<file path="src/rtl/uart_echo_pkg.sv">
// uart_echo_pkg: shared definitions for the UART echo checker.
// Holds the FSM state encoding, the default far-end increment and the
// LFSR tap mask used when UART_ECHO_CHECKER_LFSR_EN is defined.
package uart_echo_pkg;

  typedef enum logic [2:0] {
    IDLE    = 3'd0,
    SEND    = 3'd1,
    WAIT_RX = 3'd2,
    CHECK   = 3'd3,
    GAP     = 3'd4
  } state_t;

  // The mirror board returns every byte plus one.
  localparam int DEF_EXPECT_INC = 1;

  // x^8 + x^6 + x^5 + x^4 + 1 -> feedback from bits 7, 5, 4, 3.
  localparam logic [7:0] LFSR_TAPS = 8'hB8;

endpackage

</file>
<file path="src/rtl/uart_pattern_gen.sv">
// uart_pattern_gen: byte pattern source for the echo checker.
// Starts at SEED and moves to the next value on each i_step.
// Build option UART_ECHO_CHECKER_LFSR_EN: Fibonacci LFSR (shift left,
// feedback into bit 0, period 255, never 0); otherwise a wrapping +1 counter.
module uart_pattern_gen
  import uart_echo_pkg::*;
#(
  parameter int               WIDTH = 8,
  parameter logic [WIDTH-1:0] SEED  = WIDTH'(1)
) (
  input  logic             i_clk,
  input  logic             i_reset_n,
  input  logic             i_step,
  output logic [WIDTH-1:0] ov_pattern
);

  logic [WIDTH-1:0] pattern_q;
  logic [WIDTH-1:0] pattern_next;

`ifdef UART_ECHO_CHECKER_LFSR_EN
  localparam logic [WIDTH-1:0] TAPS = WIDTH'(LFSR_TAPS);
  assign pattern_next = {pattern_q[WIDTH-2:0], ^(pattern_q & TAPS)};
`else
  assign pattern_next = pattern_q + 1'b1;
`endif

  // Pattern register: holds SEED after reset, advances once per transaction.
  always_ff @(posedge i_clk or negedge i_reset_n) begin
    if (!i_reset_n) begin
      pattern_q <= SEED;
    end else if (i_step) begin
      pattern_q <= pattern_next;
    end
  end

  assign ov_pattern = pattern_q;

endmodule

</file>
<file path="config.mk">
export PLATFORM = sky130hd
export DESIGN_NAME = uart_pattern_gen
export DESIGN_NICKNAME = d
export VERILOG_FILES = /design/src/rtl/uart_echo_pkg.sv /design/src/rtl/uart_pattern_gen.sv
export SDC_FILE = /design/constraint.sdc
export NUM_CORES = 1
export LEC_CHECK = 0
export ABC_CLOCK_PERIOD_IN_PS = 2300
export CAP_MARGIN = 20
export CORE_AREA = 2 2 39 41
export DETAILED_ROUTE_END_ITERATION = 10
export DIE_AREA = 0 0 41 43
export PLACE_DENSITY = 0.51
export SYNTH_ARGS = -nofsm -noshare
export SYNTH_HDL_FRONTEND = slang
export SYNTH_SLANG_ARGS = --single-unit
</file>
<file path="constraint.sdc">
create_clock -name i_clk -period 2.3 [get_ports i_clk]
set_input_delay 0.345 -clock i_clk [delete_from_list [all_inputs] [get_ports i_clk]]
set_output_delay 0.345 -clock i_clk [all_outputs]
set_load 0.05 [all_outputs]
</file>
==> impl_metrics.py <==
metrics = {
    "drt": {
        "totalWireLength_um": 624,
        "drc_errors": 0,
        "vias_per_cell": 4.48,
        "wl_per_cell_um": 11.1,
        "drt_iter0_drc": 1,
        "antenna_left": 0,
        "dr.pass1.iters": 4,
        "vias": 251,
    },
    "hold_path": {
        "hp-class": "input pin to async pin",
    },
    "critical_path": {
        "path_max_fanout": 5,
        "crit_path_start_kind": "register",
        "cpPeakStageDelay_ps": 820,
        "cp-end-kind": "output pin",
        "crit_buf_inv": 1,
        "crit_type": "register to output pin",
        "path_cells": "clkdlybuf4s50_1",
        "slowest_stage": "clkdlybuf4s50_1",
        "arrival_ps": 1640,
        "critical-path-top-delay-family": "buffers and inverters",
        "crit_required_ps": 1960,
    },
    "cts": {
        "clock-root-buffer": "clkbuf_4",
        "cts_tree": "built",
        "numCtsBuffers": 3,
        "path_clk_slew_ps": 60,
        "ctsLongestPathBuffers": 2,
        "clk-insertion-delay-late_ps": 260,
        "ctsHoldBuffers": 0,
        "htree_levels": 1,
        "cts_resized": 0,
        "cts.sinks": 8,
        "post_cts_buffers": 0,
    },
    "timing": {
        "finalHoldViolations": 0,
        "fin_crit_sh_pct": 86.4,
        "rsz0062_at_grt": "no",
        "slew_headroom_pct": 66.7,
        "max_slew.worst_pin.slew_ps": 498,
        "maxSlewViolCount": 0,
        "fin_skew_ps": 12.1,
        "fmax_mhz": 503,
        "fin_crit_ps": 1990,
        "tns_ps": 0,
        "setup_viol": 0,
    },
    "yosys": {
        "yosysWarningCount": 0,
        "avgSynthCellArea_um2": 13.0,
        "syn_nets": 30,
        "seq_area_frac_synth_pct": 59.4,
        "yosysUniqueCellTypes": 11,
        "syn-cell-area_um2": 339,
        "netlist_instances": 26,
        "synthTopCellsByArea": "dfrtp_1 (52%), xor2_1 (10%), dfstp_2 (7.7%)",
        "synth_top_cell_by_area": "dfrtp_1",
        "ys_seq_elements": 8,
        "yosysTopAreaCellShare_pct": 51.7,
    },
    "grt": {
        "track_usage_pct": 9.64,
        "antenna_found_initial": 0,
        "grt_overflow": 0,
        "grt_pass1_wl_mm": 1.06,
        "grt_max_degree": 9,
        "grt_pass1_vias": 254,
    },
    "die": {
        "core_um2": 1380,
        "die_y_um": 43,
        "rows": 14,
        "start_util_pct": 24.5,
        "die_w_um": 41,
        "pin_count": 11,
        "die-area_um2": 1760,
    },
    "layout": {
        "syn2layout_area_growth_pct": 43.2,
        "final_common_cell": "clkdlybuf4s50_1",
        "nNetsFinal": 45,
        "register_area_um2": 201,
        "fillers": 149,
        "largest_reg_flops": 8,
        "n_antenna_cell": 0,
        "drive_gt1_share_pct": 17.5,
        "multi_input_area_um2": 138,
        "final_cell_mix": "clkdlybuf4s50_1 (10), dfrtp_1 (7), xor2_1 (4)",
    },
    "place": {
        "gp_congestion": 0.729,
        "portBuffers": 10,
    },
    "run_status": {
        "status": "complete, no violations",
    },
    "job": {
        "maxCapViolations": 0,
    },
}
## kinds of logic after synthesis
logic type	after synthesis	share of synthesized area (%)
multiplexers	1	3.32
AND/OR/NAND/NOR	9	15.5
flip-flops	8	59.4
adder cells (fa/ha/maj)	1	3.69
XOR/XNOR	7	18.1
## synth_stat cells
library cell	instances
dfrtp_1	7
dfstp_2	1
ha_1	1
mux2_2	1
nand2_1	2
nand4_1	3
nand4_2	1
nor2_1	2
nor2_2	1
xnor2_1	3
xor2_1	4
## final timing paths
path                               start             to  cells after the start  slack [ps]
max                        ov_pattern[0]  ov_pattern[0]                      1         310
min                            i_reset_n  ov_pattern[5]                      1         360
max reg2reg                ov_pattern[0]  ov_pattern[6]                      4        1090
min reg2reg                ov_pattern[7]  ov_pattern[7]                      1         470
max in group asynchronous      i_reset_n  ov_pattern[0]                      1        1620
min in group i_clk         ov_pattern[7]  ov_pattern[7]                      1         470
## per-layer routing
metal / part of all wire (%) / global-route usage (%)
met1: 48 / 12.7
met2: 42 / 10.3
met3: 7.7 / 3.14
met4: 1.9 / 12.0
met5: 0 / 0
## cell type report
class,count,share of cell area [%]
Clock buffer,4,5.41
Multi-Input combinational cell,18,28.4
Tap cell,16,4.12
Timing Repair Buffer,10,20.6
Sequential cell,8,41.5
## metrics by stage
step	cell area (um^2)	setup WS, ps	hold WS [ps]	utilization, %	std cells
floorplan	339	938	49.4	-	26
detailed placement	459	580	462	33.2	52
global route	485	267	388	35.1	56
global placement	459	588	457	33.2	52
finish	485	313	364	35.1	56
CTS	485	301	379	35.1	56
Power is left out: the tool's default activity adds up to more than one toggle a clock period on the data nets, which glitch-free logic cannot reach.
